`src/rtl/timer_setter_if.sv`:
```
// Operator-side load interface of the countdown timer: raw push-buttons in,
// preset/control levels out. The design is the slave; the button side is the master.
interface timer_setter_if;
  logic        btn_up;
  logic        btn_down;
  logic        btn_sel;
  logic        btn_start;
  logic [16:0] sec;
  logic        set;
  logic [1:0]  field;
  logic        running;

  modport master (
    output btn_up, btn_down, btn_sel, btn_start,
    input  sec, set, field, running
  );

  modport slave (
    input  btn_up, btn_down, btn_sel, btn_start,
    output sec, set, field, running
  );
endinterface

```
`src/rtl/timer_setter.sv`:
```
// Debounces four buttons, edits a minutes:seconds preset, and drives the
// countdown timer's load interface (set/sec) until START commits the preset.
module timer_setter #(
  parameter int DEBOUNCE_CYCLES = 500000,
  parameter int REPEAT_CYCLES   = 12500000,
  parameter int DEFAULT_MIN     = 5,
  parameter int DEFAULT_SEC     = 0
) (
  input  logic           clk,
  input  logic           rst_n,
  timer_setter_if.slave  bus
);

  localparam int DB_W = $clog2(DEBOUNCE_CYCLES + 1);
  localparam int RP_W = $clog2(REPEAT_CYCLES + 1);
  localparam logic [DB_W-1:0] DB_LAST = DB_W'(DEBOUNCE_CYCLES - 1);
  localparam logic [RP_W-1:0] RP_LAST = RP_W'(REPEAT_CYCLES - 1);

  localparam logic [1:0] S_EDIT_MIN = 2'd0;
  localparam logic [1:0] S_EDIT_SEC = 2'd1;
  localparam logic [1:0] S_RUN      = 2'd2;

  // Button index: 0 up, 1 down, 2 sel, 3 start.
  logic [3:0]      w_raw;
  logic [3:0]      r_sync1;
  logic [3:0]      r_sync2;
  logic [3:0]      r_db;
  logic [3:0]      r_press;
  logic [DB_W-1:0] r_db_cnt [4];
  logic [RP_W-1:0] r_rep_cnt [2];
  logic [1:0]      r_rep;

  assign w_raw = {bus.btn_start, bus.btn_sel, bus.btn_down, bus.btn_up};

  always_ff @(posedge clk) begin
    if (!rst_n) begin
      r_sync1 <= '0;
      r_sync2 <= '0;
      r_db    <= '0;
      r_press <= '0;
      r_rep   <= '0;
      // NOTE: these arrays are small counters, not storage, so every element is reset.
      for (int i = 0; i < 4; i++) r_db_cnt[i] <= '0;
      for (int j = 0; j < 2; j++) r_rep_cnt[j] <= '0;
    end else begin
      // NOTE: non-blocking assignments keep every flop sampling pre-edge values.
      r_sync1 <= w_raw;
      r_sync2 <= r_sync1;
      for (int i = 0; i < 4; i++) begin
        r_press[i] <= 1'b0;
        if (r_sync2[i] != r_db[i]) begin
          if (r_db_cnt[i] == DB_LAST) begin
            r_db[i]     <= r_sync2[i];
            r_db_cnt[i] <= '0;
            r_press[i]  <= r_sync2[i];
          end else begin
            r_db_cnt[i] <= r_db_cnt[i] + 1'b1;
          end
        end else begin
          r_db_cnt[i] <= '0;
        end
      end
      // Auto-repeat fires REPEAT_CYCLES after the press pulse, then periodically.
      for (int j = 0; j < 2; j++) begin
        r_rep[j] <= 1'b0;
        if (r_db[j]) begin
          if (r_rep_cnt[j] == RP_LAST) begin
            r_rep_cnt[j] <= '0;
            r_rep[j]     <= 1'b1;
          end else begin
            r_rep_cnt[j] <= r_rep_cnt[j] + 1'b1;
          end
        end else begin
          r_rep_cnt[j] <= '0;
        end
      end
    end
  end

  logic w_up;
  logic w_down;
  logic w_sel;
  logic w_start;
  logic w_nonzero;

  assign w_up      = r_press[0] | r_rep[0];
  assign w_down    = r_press[1] | r_rep[1];
  assign w_sel     = r_press[2];
  assign w_start   = r_press[3];

  logic [1:0] r_state;
  logic [6:0] r_min;
  logic [5:0] r_s;

  assign w_nonzero = (r_min != 7'd0) || (r_s != 6'd0);

  always_ff @(posedge clk) begin
    if (!rst_n) begin
      r_state <= S_EDIT_MIN;
      r_min   <= 7'(DEFAULT_MIN);
      r_s     <= 6'(DEFAULT_SEC);
    end else if (r_state != S_RUN) begin
      // A START with a zero preset still consumes the cycle's events.
      if (w_start) begin
        if (w_nonzero) r_state <= S_RUN;
      end else if (w_sel) begin
        r_state <= (r_state == S_EDIT_MIN) ? S_EDIT_SEC : S_EDIT_MIN;
      end else if (w_up ^ w_down) begin
        if (r_state == S_EDIT_MIN) begin
          if (w_up) r_min <= (r_min == 7'd99) ? 7'd0 : r_min + 7'd1;
          else      r_min <= (r_min == 7'd0) ? 7'd99 : r_min - 7'd1;
        end else begin
          if (w_up) r_s <= (r_s == 6'd59) ? 6'd0 : r_s + 6'd1;
          else      r_s <= (r_s == 6'd0) ? 6'd59 : r_s - 6'd1;
        end
      end
    end
  end

  logic [16:0] r_sec;
  logic        r_set;
  logic [1:0]  r_field;
  logic        r_running;

  // min/s never change in RUN, so sec stays frozen at the committed preset.
  always_ff @(posedge clk) begin
    if (!rst_n) begin
      r_sec     <= 17'(DEFAULT_MIN * 60 + DEFAULT_SEC);
      r_set     <= 1'b1;
      r_field   <= 2'b01;
      r_running <= 1'b0;
    end else begin
      r_sec     <= 17'(r_min) * 17'd60 + 17'(r_s);
      r_set     <= (r_state != S_RUN);
      r_running <= (r_state == S_RUN);
      case (r_state)
        S_EDIT_MIN: r_field <= 2'b01;
        S_EDIT_SEC: r_field <= 2'b10;
        default:    r_field <= 2'b00;
      endcase
    end
  end

  assign bus.sec     = r_sec;
  assign bus.set     = r_set;
  assign bus.field   = r_field;
  assign bus.running = r_running;

endmodule

```
`src/flat_wrapper.sv`:
```
// flat-port wrapper written by rule: the top's interface ports become plain ports
module timer_setter_flat 
#(
  parameter int DEBOUNCE_CYCLES = 500000,
  parameter int REPEAT_CYCLES   = 12500000,
  parameter int DEFAULT_MIN     = 5,
  parameter int DEFAULT_SEC     = 0
)
  (clk, rst_n, bus_btn_up, bus_btn_down, bus_btn_sel, bus_btn_start, bus_sec, bus_set, bus_field, bus_running);
  timer_setter_if bus_i ();
  input  logic clk;
  input  logic rst_n;
  input wire logic [$bits(bus_i.btn_up)-1:0] bus_btn_up;
  input wire logic [$bits(bus_i.btn_down)-1:0] bus_btn_down;
  input wire logic [$bits(bus_i.btn_sel)-1:0] bus_btn_sel;
  input wire logic [$bits(bus_i.btn_start)-1:0] bus_btn_start;
  output wire logic [$bits(bus_i.sec)-1:0] bus_sec;
  output wire logic [$bits(bus_i.set)-1:0] bus_set;
  output wire logic [$bits(bus_i.field)-1:0] bus_field;
  output wire logic [$bits(bus_i.running)-1:0] bus_running;
  assign bus_i.btn_up = bus_btn_up;
  assign bus_i.btn_down = bus_btn_down;
  assign bus_i.btn_sel = bus_btn_sel;
  assign bus_i.btn_start = bus_btn_start;
  assign bus_sec = bus_i.sec;
  assign bus_set = bus_i.set;
  assign bus_field = bus_i.field;
  assign bus_running = bus_i.running;
  timer_setter #(.DEBOUNCE_CYCLES(DEBOUNCE_CYCLES), .REPEAT_CYCLES(REPEAT_CYCLES), .DEFAULT_MIN(DEFAULT_MIN), .DEFAULT_SEC(DEFAULT_SEC)) u_core (.clk(clk), .rst_n(rst_n), .bus(bus_i));
endmodule
```
`config.mk`:
```
export PLATFORM = sky130hd
export DESIGN_NAME = timer_setter_flat
export DESIGN_NICKNAME = d
export VERILOG_FILES = /design/src/rtl/timer_setter_if.sv /design/src/rtl/timer_setter.sv /design/src/flat_wrapper.sv
export SDC_FILE = /design/constraint.sdc
export NUM_CORES = 1
export LEC_CHECK = 0
export ABC_AREA = 1
export ABC_CLOCK_PERIOD_IN_PS = 3400
export BUFFER_PORTS_ARGS = -buffer_cell sky130_fd_sc_hd__buf_2
export CAP_MARGIN = 20
export CORE_MARGIN = 5
export CORE_UTILIZATION = 42
export CTS_BUF_LIST = sky130_fd_sc_hd__clkbuf_4 sky130_fd_sc_hd__clkbuf_8
export DETAILED_ROUTE_END_ITERATION = 8
export PLACE_DENSITY = 0.69
export SLEW_MARGIN = 30
export SYNTH_ARGS = -nofsm -noshare
export SYNTH_HDL_FRONTEND = slang
export SYNTH_SLANG_ARGS = --single-unit
```
`constraint.sdc`:
```
create_clock -name clk -period 3.4 [get_ports clk]
set_clock_uncertainty 0.2 [all_clocks]
set_input_delay 0.51 -clock clk [delete_from_list [all_inputs] [get_ports clk]]
set_output_delay 0.51 -clock clk [all_outputs]
set_load 0.005 [all_outputs]
```
==> flow_summary.toml, run 1 <==
[setup_path]
r2r-start = "u_core.r_min[2]$_SDFFE_PN1P_"
reg2reg_to = "u_core.bus.sec[12]$_SDFF_PN0_"
required_ns = 3.57
r2r_cells = 15
worstSetupPathType = "flip-flop to flip-flop"
reg2reg_setup_slack_ns = 0.01
startpoint_type = "flip-flop"
cp-end-kind = "flip-flop"
critPathArrivalTime_ns = 3.55
cp_max_fo = 3

[synth]
synth.cell_area_um2 = 10940
synth_seq_cells = 175
netlist.area_leader.share_pct = 34.03
synthCells = 1325
synth_seq_area_share_pct = 43.36
synth_top_area_cell = "edfxtp_1"
syn_avg_cell_area_um2 = 8.259
netlist-cell-type-count = 47
synth_top_flop_cell = "edfxtp_1"
synth_area_leaders = "edfxtp_1 (34%), dfxtp_1 (9.3%), nand2_1 (8.7%), inv_1 (6.3%), nor2_1 (5.4%)"
ys.warnings.count = 0
synth-edff-count = 124
async_flop_share_pct = 0

[layout]
finalNetCount = 1547
area_growth_pct = 14.57
fin_util_pct = 48.52
most-common-layout-cells = "nand2_1 (244), inv_1 (183), nor2_1 (151)"
num_antenna_cells = 0
final_common_cell = "nand2_1"
nFillCells = 2534
drive_above_1_share_pct = 12.63
instances_no_fill = 1839
multi_input_area_um2 = 5947
register_area_um2 = 4746

[place]
dp_hpwl_mm = 16.47
gp_congestion = 0.8698
port_buffers = 23
dpl.cell_count = 1803

[timing]
period_needed_ns = 3.387
fin_crit_sh_pct = 99.63
drv_slew = 0
tns_ns = 0
max_slew_margin_pct = 57.50
rsz0062_at_grt = "true"
setup_viol = 0
max_slew.worst_pin.slew_ns = 0.6368
fmax_mhz = 295.2
hold_viol = 0

[pwr]
ir_worst_vdd_mv = 0.2085
power.total_mw = 4.165
power_leakage_nw = 5.232
p_per_area_nw_per_um2 = 332.2

[floorplanning]
row_count = 59
die_x_um = 171.4
die_area_um2 = 29380
core-area_um2 = 25840
io_pins = 27
initial_utilization_pct = 42.35
die_h_um = 171.4

[global_routing]
grt_overflow = 0
grt_max_degree = 29
grt_pass1_wl_mm = 37.63
grt_pass1_vias = 8570
antenna_found_initial = 0
track_usage_pct = 15.16

[min_path]
holdPathStages = 3
worstHoldStart = "bus_btn_down"
holdPathEnd = "u_core.r_sync1[1]$_SDFF_PN0_"
holdCritPathClass = "input port to flip-flop"

[route]
wl_per_cell_um = 11.82
via_count = 8877
routed_via_density = 4.827
drc_errors = 0
drt_iter0_markers = 547
wl_mm = 21.73
ant_nets = 0
first_pass_iters = 5

[clock_network]
cts.clk_slew.worst_paths_ns = 0.10
cts_buffer_depth = 2
cts_root_buf = "clkbuf_8"
cts_max_level = 4
worst_skew_pair.late_latency_ns = 0.47
cts_tree = "built"
numClockSinks = 175
cts_buffers = 17

[status]
status = "completed"

[job]
max_cap_violations = 0
layer usage:
layer	up-vias	global-route usage, %	part of all wire, %
li1	4585	-	-
met1	4128	19.81	47
met2	142	26.43	48
met3	22	2.275	3.1
met4	0	3.927	1.2
met5	-	0	0
worst max path at each step:
| stage | startpoint | end | slack, ns | depth (start not counted) |
|---|---|---|---|---|
| after floorplan | u_core.r_min[2]$_SDFFE_PN1P_ | u_core.bus.sec[12]$_SDFF_PN0_ | 0.05 | 15 |
| final | u_core.r_min[2]$_SDFFE_PN1P_ | u_core.bus.sec[12]$_SDFF_PN0_ | 0.01 | 15 |
| after detailed placement | u_core.r_min[0]$_SDFFE_PN1P_ | u_core.bus.sec[12]$_SDFF_PN0_ | 0.01 | 15 |
| after global placement | u_core.r_min[0]$_SDFFE_PN1P_ | u_core.bus.sec[12]$_SDFF_PN0_ | 0.05 | 15 |
| after CTS | u_core.r_min[2]$_SDFFE_PN1P_ | u_core.bus.sec[11]$_SDFF_PN0_ | 0.009 | 15 |
| after global routing | u_core.r_min[2]$_SDFFE_PN1P_ | u_core.bus.sec[12]$_SDFF_PN0_ | -0.17 | 15 |
sequential cells by signal, summed over array words and instances (netlist names):
register and count:
u_core.r_sync2 4, u_core.bus.set 1, u_core.r_db 4, u_core.r_rep_cnt 48, u_core.r_rep 2, u_core.r_s 6, u_core.r_db_cnt 76, u_core.bus.field 2
u_core.r_min 7, u_core.bus.sec 14, u_core.bus.running 1, u_core.r_state 2, u_core.r_sync1 4, u_core.r_press 4
stage by stage:
stage                     instance area (um2)  hold WS (ns)  setup slack (ns)
after floorplan                         11410        0.1905           0.05218
after global placement                  11940        0.2008           0.04697
after detailed placement                11940        0.2067          0.009835
after CTS                               12380      0.004927          0.009292
after global routing                    12540       0.02613           -0.1674
final                                   12540       0.03626           0.01252
kinds of logic (layout without fill, tap and decap cells):
| group | count (synthesis) | after routing | synth area share [%] |
|---|---|---|---|
| AO/OA/AOI/OAI | 116 | 116 | 5.980 |
| XOR/XNOR | 70 | 70 | 5.603 |
| adder cells (fa/ha/maj) | 50 | 50 | 6.540 |
| buffers and inverters | 214 | 268 | 7.775 |
| flip-flops | 175 | 175 | 43.36 |
| other | 2 | 127 | 0.06863 |
| AND/OR/NAND/NOR | 698 | 698 | 30.68 |
Yosys cell counts (all sizes together) (12+ instances only):
master	n
a21oi	73
buf	14
dfxtp	51
edfxtp	124
fa	12
ha	38
inv	194
nand2	260
nand3	85
nand4	50
nor2	189
nor3	65
nor4	17
o21ai	29
or2	16
xnor2	13
xor2	57
what timing repair did:
action | 4_1_cts | 5_1_grt
setup buffers | 0 | 3
endpoints found under the hold margin | 1 | 0
pin swaps | 0 | 12
gates resized for setup | 1 | 31
cloned | 0 | 0
setup endpoints to repair | 1 | 6
hold buffers | 1 | 0
final cells by class:
cell class | count | share of cell area, %
clock buffer | 19 | 2.086
clock inverter | 13 | 1.367
inverter | 194 | 5.838
multi-input combinational | 1061 | 47.44
sequential | 175 | 37.85
tap | 335 | 3.343
timing repair buffer | 42 | 2.076
power by group:
group          total [mW]  switching [mW]  internal (mW)  leakage, nW
Combinational       0.172           0.122         0.0494         3.32
Clock                1.58           0.802          0.783        0.224
Sequential           2.41          0.0678           2.34         1.69
critical path, cell delays in order (launching register included):
cell and delay (ns):
dfxtp_2 0.35, fa_1 0.53, fa_1 0.58, inv_1 0.05, fa_1 0.49, inv_2 0.05, ha_4 0.28, nand2_4 0.05
nor2_4 0.12, nor2_4 0.05, nor2_4 0.13, nand3_4 0.10, nor2_4 0.14, nand3_2 0.08, nand2_1 0.06, nor2_1 0.04
No activity file was read; power rests on OpenSTA's default activity.
==> inputs of run 2 (changes only) <==
--- a/config.mk
+++ b/config.mk
@@ -10,10 +10,11 @@
 export BUFFER_PORTS_ARGS = -buffer_cell sky130_fd_sc_hd__buf_2
 export CAP_MARGIN = 20
 export CORE_MARGIN = 5
-export CORE_UTILIZATION = 42
+export CORE_UTILIZATION = 50
 export CTS_BUF_LIST = sky130_fd_sc_hd__clkbuf_4 sky130_fd_sc_hd__clkbuf_8
 export DETAILED_ROUTE_END_ITERATION = 8
-export PLACE_DENSITY = 0.69
+export HOLD_SLACK_MARGIN = 0.02
+export PLACE_DENSITY = 0.79
 export SLEW_MARGIN = 30
 export SYNTH_ARGS = -nofsm -noshare
 export SYNTH_HDL_FRONTEND = slang
==> run 2 against run 1 <==
Effect of this change: critical path depth unchanged; hold slack gained 0.016 ns; utilization rose by 8.6 points; routed wire length shrank 0.76%; critical endpoint unchanged; largest cell class unchanged.
==> flow_summary.toml, run 2 (same netlist as run 1, synthesis figures left out) <==
[status]
status = "completed"

[min_path]
holdCritPathClass = "input port to flip-flop"
holdPathStages = 3
worstHoldStart = "bus_btn_start"
holdPathEnd = "u_core.r_sync1[3]$_SDFF_PN0_"

[floorplanning]
die_area_um2 = 24950
die_x_um = 157.9
core-area_um2 = 21690
initial_utilization_pct = 50.46
io_pins = 27
row_count = 54
die_h_um = 157.9

[clock_network]
cts_root_buf = "clkbuf_8"
numClockSinks = 175
cts_buffer_depth = 2
worst_skew_pair.late_latency_ns = 0.47
cts.clk_slew.worst_paths_ns = 0.09
cts_max_level = 4
cts_buffers = 17
cts_tree = "built"

[global_routing]
grt_util_met3_pct = 2.761
grt.busiest_layer = "met2"
grt_pass1_vias = 8600
gr-usage-met2_pct = 31.39
antenna_found_initial = 0
track_usage_pct = 17.75
grt_pass1_wl_mm = 36.87
use_met1_pct = 22.53
grt_max_degree = 41
grt_overflow = 0

[setup_path]
crit_path_cell_trace = "fa_1 -> fa_1 -> inv_1 -> fa_1 -> inv_2 -> ha_4 -> nand2_2 -> nor2_2 -> nor2_2 -> nor2_2 -> nand3_2 -> nor2_4 -> nand3_2 -> nand2_1 -> nor2_1"
startpoint_type = "flip-flop"
cp_max_fo = 3
cp_slowest_cell = "fa_1"
r2r-start = "u_core.r_min[2]$_SDFFE_PN1P_"
critPathArrivalTime_ns = 3.50
worstSetupPathType = "flip-flop to flip-flop"
required_ns = 3.57
slowest_delay_ns = 0.52
reg2reg_to = "u_core.bus.sec[12]$_SDFF_PN0_"
r2r_cells = 15
reg2reg_setup_slack_ns = 0.07
critical_path.startpoint = "u_core.r_min[2]$_SDFFE_PN1P_"
cp-end-kind = "flip-flop"

[layout]
finalNetCount = 1551
drive_above_1_share_pct = 12.53
area_growth_pct = 13.27
final_common_cell = "nand2_1"
largest_reg_flops = 76
instances_no_fill = 1788
num_antenna_cells = 0
most-common-layout-cells = "nand2_1 (247), inv_1 (183), nor2_1 (151)"
fin_area_um2 = 12400
top_register = "u_core.r_db_cnt"

[timing]
period_needed_ns = 3.328
hold_viol = 0
setup_viol = 0
max_slew_margin_pct = 61.82
drv_slew = 0
max_slew.worst_pin.slew_ns = 0.5721
fmax_mhz = 300.4
fin_crit_sh_pct = 97.89
rsz0062_at_grt = "true"

[route]
first_pass_iters = 5
via_count = 8808
drc_errors = 0
ant_nets = 0
wl_per_cell_um = 12.06
routed_via_density = 4.926
wl_mm = 21.57
drt_iter0_markers = 564

[pwr]
ir_worst_vdd_mv = 0.2405
power_leakage_nw = 5.230
p_per_area_nw_per_um2 = 321.4

[place]
place_area_um2 = 11880
port_buffers = 23
dp_hpwl_mm = 16.35
gp_congestion = 0.9135
dpl.cell_count = 1749

[job]
max_cap_violations = 0
-- run 2: timing repair --
| item | 4_1_cts | 5_1_grt |
|---|---|---|
| endpoints found under the setup margin | 0 | 5 |
| buffers inserted | 0 | 4 |
| gates resized for setup | 0 | 23 |
| endpoints found under the hold margin | 3 | 0 |
| hold buffers | 3 | 0 |
-- run 2: final cells by class --
type	count	area, um2
clock buffers	23	291.5
clock inverters	9	85.08
fillers	1928	9293
inverters	194	732.0
multi-input cells	1061	5894
flip-flops and latches	175	4747
well taps	280	350.3
repair buffers	46	295.3
-- run 2: worst max-delay path by stage --
stage | end | slack (ns) | depth (start not counted)
after floorplan | u_core.bus.sec[12]$_SDFF_PN0_ | 0.05 | 15
after global placement | u_core.bus.sec[12]$_SDFF_PN0_ | 0.08 | 15
after detailed placement | u_core.bus.sec[12]$_SDFF_PN0_ | 0.01 | 15
after CTS | u_core.bus.sec[12]$_SDFF_PN0_ | 0.002 | 15
after global routing | u_core.bus.sec[12]$_SDFF_PN0_ | -0.06 | 15
final | u_core.bus.sec[12]$_SDFF_PN0_ | 0.07 | 15
-- run 2: where the power goes --
part | internal (mW) | leakage (nW) | switching [mW]
Combinational | 0.0511 | 3.34 | 0.124
Sequential | 2.34 | 1.69 | 0.0674
Clock | 0.652 | 0.202 | 0.749
Total | 3.04 | 5.23 | 0.941
-- run 2: metrics by stage --
step / hold slack (ns) / utilization (%) / setup TNS [ns] / power [mW] / worst slack [ns]
floorplan: 0.1905 / - / 0 / 2.578 / 0.05218
global placement: 0.1969 / 54.75 / 0 / 2.616 / 0.08185
detailed placement: 0.2084 / 54.75 / 0 / 2.623 / 0.01291
CTS: 0.02836 / 56.63 / 0 / 4.025 / 0.001570
global route: 0.07361 / 57.15 / -0.08935 / 4.149 / -0.05812
finish: 0.05259 / 57.15 / 0 / 3.984 / 0.07164
-- run 2: critical path, delay by kind of cell (launching register included) --
kind,cells,cell delay [ns]
flops,1,0.34
fa+ha+maj,4,1.80
simple gates,9,0.81
buf+inv,2,0.11
-- run 2: metal layers --
| metal | vias to the layer above | part of all wire (%) |
|---|---|---|
| li1 | 4586 | - |
| met1 | 4018 | 47 |
| met2 | 165 | 48 |
| met3 | 39 | 3.5 |
| met4 | 0 | 1.5 |
| met5 | - | 0 |
==> inputs of run 3 (changes only) <==
--- a/config.mk
+++ b/config.mk
@@ -5,7 +5,6 @@
 export SDC_FILE = /design/constraint.sdc
 export NUM_CORES = 1
 export LEC_CHECK = 0
-export ABC_AREA = 1
 export ABC_CLOCK_PERIOD_IN_PS = 3400
 export BUFFER_PORTS_ARGS = -buffer_cell sky130_fd_sc_hd__buf_2
 export CAP_MARGIN = 20
@@ -15,6 +14,7 @@
 export DETAILED_ROUTE_END_ITERATION = 8
 export HOLD_SLACK_MARGIN = 0.02
 export PLACE_DENSITY = 0.79
+export RECOVER_POWER = 100
 export SLEW_MARGIN = 30
 export SYNTH_ARGS = -nofsm -noshare
 export SYNTH_HDL_FRONTEND = slang
==> run 3 against run 2 <==
Effect of this change: the run now ends with negative setup slack left; global-route usage decreased by 2.1 points; worst setup slack got worse by 0.17 ns; largest cell class unchanged; cell area decreased by 8.9%; non-clock buffer count increased by 7; combinational power decreased by 29%; clock-buffer cell count decreased by 6; utilization increased by 1.3 points; critical path type unchanged; maximum frequency decreased by 4.8%; flip-flop and latch count unchanged; sequential power about the same.
==> flow_summary.toml, run 3 <==
[clock_network]
worst_skew_pair.late_latency_ns = 0.46
numClockSinks = 175
cts_tree = "built"
cts_max_level = 4
cts.clk_slew.worst_paths_ns = 0.09
cts_root_buf = "clkbuf_8"
cts_buffer_depth = 2
cts_buffers = 17

[timing]
setup_viol = 2
rsz0062_at_grt = "true"
hold_viol = 0
max_slew.worst_pin.slew_ns = 0.8963
tns_ns = -0.1526
fin_crit_sh_pct = 102.9
period_needed_ns = 3.498
max_slew_margin_pct = 40.08
setup_ws_ns = -0.09771
drv_slew = 0
fmax_mhz = 285.9

[place]
pre_cts_ws_ns = -0.08922
dpl.cell_count = 1377
dp_hpwl_mm = 12.21
port_buffers = 23
gp_congestion = 0.8241

[synth]
syn_avg_cell_area_um2 = 10.09
yosys-top-cells-count = "nor2_1 (170), edfxtp_1 (124), xor2_1 (80), nand2_1 (70), nand3_1 (54)"
synth_seq_cells = 175
synthCells = 965
synth_top_area_cell = "edfxtp_1"
ys.warnings.count = 0
synth-edff-count = 124
synth_top_family_by_area = "simple AND/OR/NAND/NOR gates"
synth_area_leaders = "edfxtp_1 (38%), dfxtp_1 (10%), xor2_1 (7.2%), nor2_1 (6.6%), ha_1 (4.9%)"
synth.mux.area_fraction_pct = 0.7196
synth.cell_area_um2 = 9737
synth_compound_area_share_pct = 5.500
netlist-cell-type-count = 66
synth_fa_ha_area_share_pct = 7.350
async_flop_share_pct = 0
synth_xor_xnor_area_share_pct = 11.60
synthSimpleGateAreaFrac_pct = 23.12
synth_seq_area_share_pct = 48.73
netlist.area_leader.share_pct = 38.24
synth_top_flop_cell = "edfxtp_1"
yosys.cell_count.top_type = "nor2_1"

[layout]
largest_reg_flops = 76
final_common_cell = "nor2_1"
most-common-layout-cells = "nor2_1 (169), conb_1 (127), edfxtp_1 (124)"
drive_above_1_share_pct = 9.495
nFillCells = 1642
top_register = "u_core.r_db_cnt"
finalNetCount = 1191
area_growth_pct = 16.00
num_antenna_cells = 0
instances_no_fill = 1413

[floorplanning]
row_count = 51
die_x_um = 149.6
initial_utilization_pct = 50.36
io_pins = 27
core-area_um2 = 19330
die_h_um = 149.6
die_area_um2 = 22370

[global_routing]
grt_pass1_vias = 6461
track_usage_pct = 15.63
grt_max_degree = 25
antenna_found_initial = 0
grt_overflow = 0
grt_pass1_wl_mm = 28.79

[setup_path]
startpoint_type = "flip-flop"
crit_path_cell_trace = "fa_2 -> fa_2 -> inv_2 -> fa_1 -> inv_2 -> ha_4 -> a21oi_2 -> nor2b_2 -> nand4_1 -> nor4_2 -> mux2i_1"
worstSetupPathType = "flip-flop to flip-flop"
worstSetupPathDepth = 11
cp_max_fo = 4
slowest_delay_ns = 0.64
r2r_cells = 11
cp-end-kind = "flip-flop"
path_delay_family = "adder cells"
required_ns = 3.59
critPathBufInv = 2
cp_slowest_cell = "fa_2"
critPathArrivalTime_ns = 3.69

[route]
via_count = 6948
first_pass_iters = 5
drc_errors = 0
ant_nets = 0
wl_mm = 17.01
drt_iter0_markers = 307
routed_via_density = 4.917
wl_per_cell_um = 12.04

[pwr]
p_per_area_nw_per_um2 = 363.7
ir_worst_vdd_mv = 0.2341
power_leakage_nw = 4.325
power.total_mw = 4.107

[min_path]
holdCritPathClass = "input port to flip-flop"
holdPathStages = 2

[job]
max_cap_violations = 0

[status]
violations = "negative setup slack"
status = "complete, but fails checks"
-- run 3: cell count changes in the layout (fill, tap and decap cells not counted), sizes merged, moves of 9 or more --
cell,previous run,this run
inv,194,41
nor2,189,170
nand2,260,70
xnor2,13,49
and4,0,13
a21oi,73,20
xor2,57,80
and3,1,25
nor4,17,8
nand3,85,56
or2,16,4
nand4,50,28
nor3,65,19
and2,0,24
-- run 3: kinds of logic (layout without fill, tap and decap cells) --
logic type | after synthesis | count (layout)
AO/OA/AOI/OAI | 83 | 83
AND/OR/NAND/NOR | 454 | 454
buffers and inverters | 65 | 123
other | 2 | 127
XOR/XNOR | 129 | 129
adder cells (fa/ha/maj) | 50 | 50
flip-flops | 175 | 175
multiplexers | 7 | 7
-- run 3: metal layers --
layer	global-route usage, %	part of all wire (%)	up-vias
li1	-	-	3588
met1	20.59	48	3239
met2	25.97	48	111
met3	3.816	3.2	10
met4	4.165	0.86	0
met5	0	0	-
-- run 3: final timing paths --
path,to,slack [ns],startpoint
worst max-delay path,u_core.bus.sec[12]$_SDFF_PN0_,-0.1,u_core.r_min[2]$_SDFFE_PN1P_
worst min-delay path,u_core.r_sync1[0]$_SDFF_PN0_,0.07,bus_btn_up
worst max register to register,u_core.bus.sec[12]$_SDFF_PN0_,-0.1,u_core.r_min[2]$_SDFFE_PN1P_
worst min register to register,u_core.r_sync2[1]$_SDFF_PN0_,0.24,u_core.r_sync1[1]$_SDFF_PN0_
-- run 3: layout make-up --
| cell class | instances | area [um2] | area share, % |
|---|---|---|---|
| clock inverter | 15 | 207.7 | 1.839 |
| sequential | 175 | 4753 | 42.08 |
| timing repair buffer | 53 | 320.3 | 2.836 |
| clock buffer | 17 | 234.0 | 2.072 |
| inverter | 38 | 147.6 | 1.307 |
| multi-input combinational | 850 | 5300 | 46.93 |
| tap | 265 | 331.6 | 2.936 |
-- run 3: through the flow --
stage	utilization [%]	area (um2)	hold slack, ns
floorplan	-	10210	0.2119
detailed placement	55.38	10710	0.2274
CTS	57.88	11190	0.02087
global route	58.42	11290	0.04584
global placement	55.38	10710	0.2161
finish	58.42	11290	0.07009
-- run 3: power breakdown --
| group | internal (mW) | leakage (nW) | switching [mW] |
|---|---|---|---|
| logic | 0.0500 | 2.42 | 0.0755 |
| registers | 2.34 | 1.69 | 0.0647 |
| clock network | 0.808 | 0.209 | 0.770 |
| total | 3.20 | 4.32 | 0.910 |
-- run 3: timing repair --
| action | in CTS | in global routing |
|---|---|---|
| hold buffers | 0 | 1 |
| hold endpoints to repair | 0 | 1 |
| setup endpoints to repair | 4 | 5 |
| setup buffers | 0 | 3 |
| resized for setup | 8 | 22 |
| pin swaps | 0 | 11 |
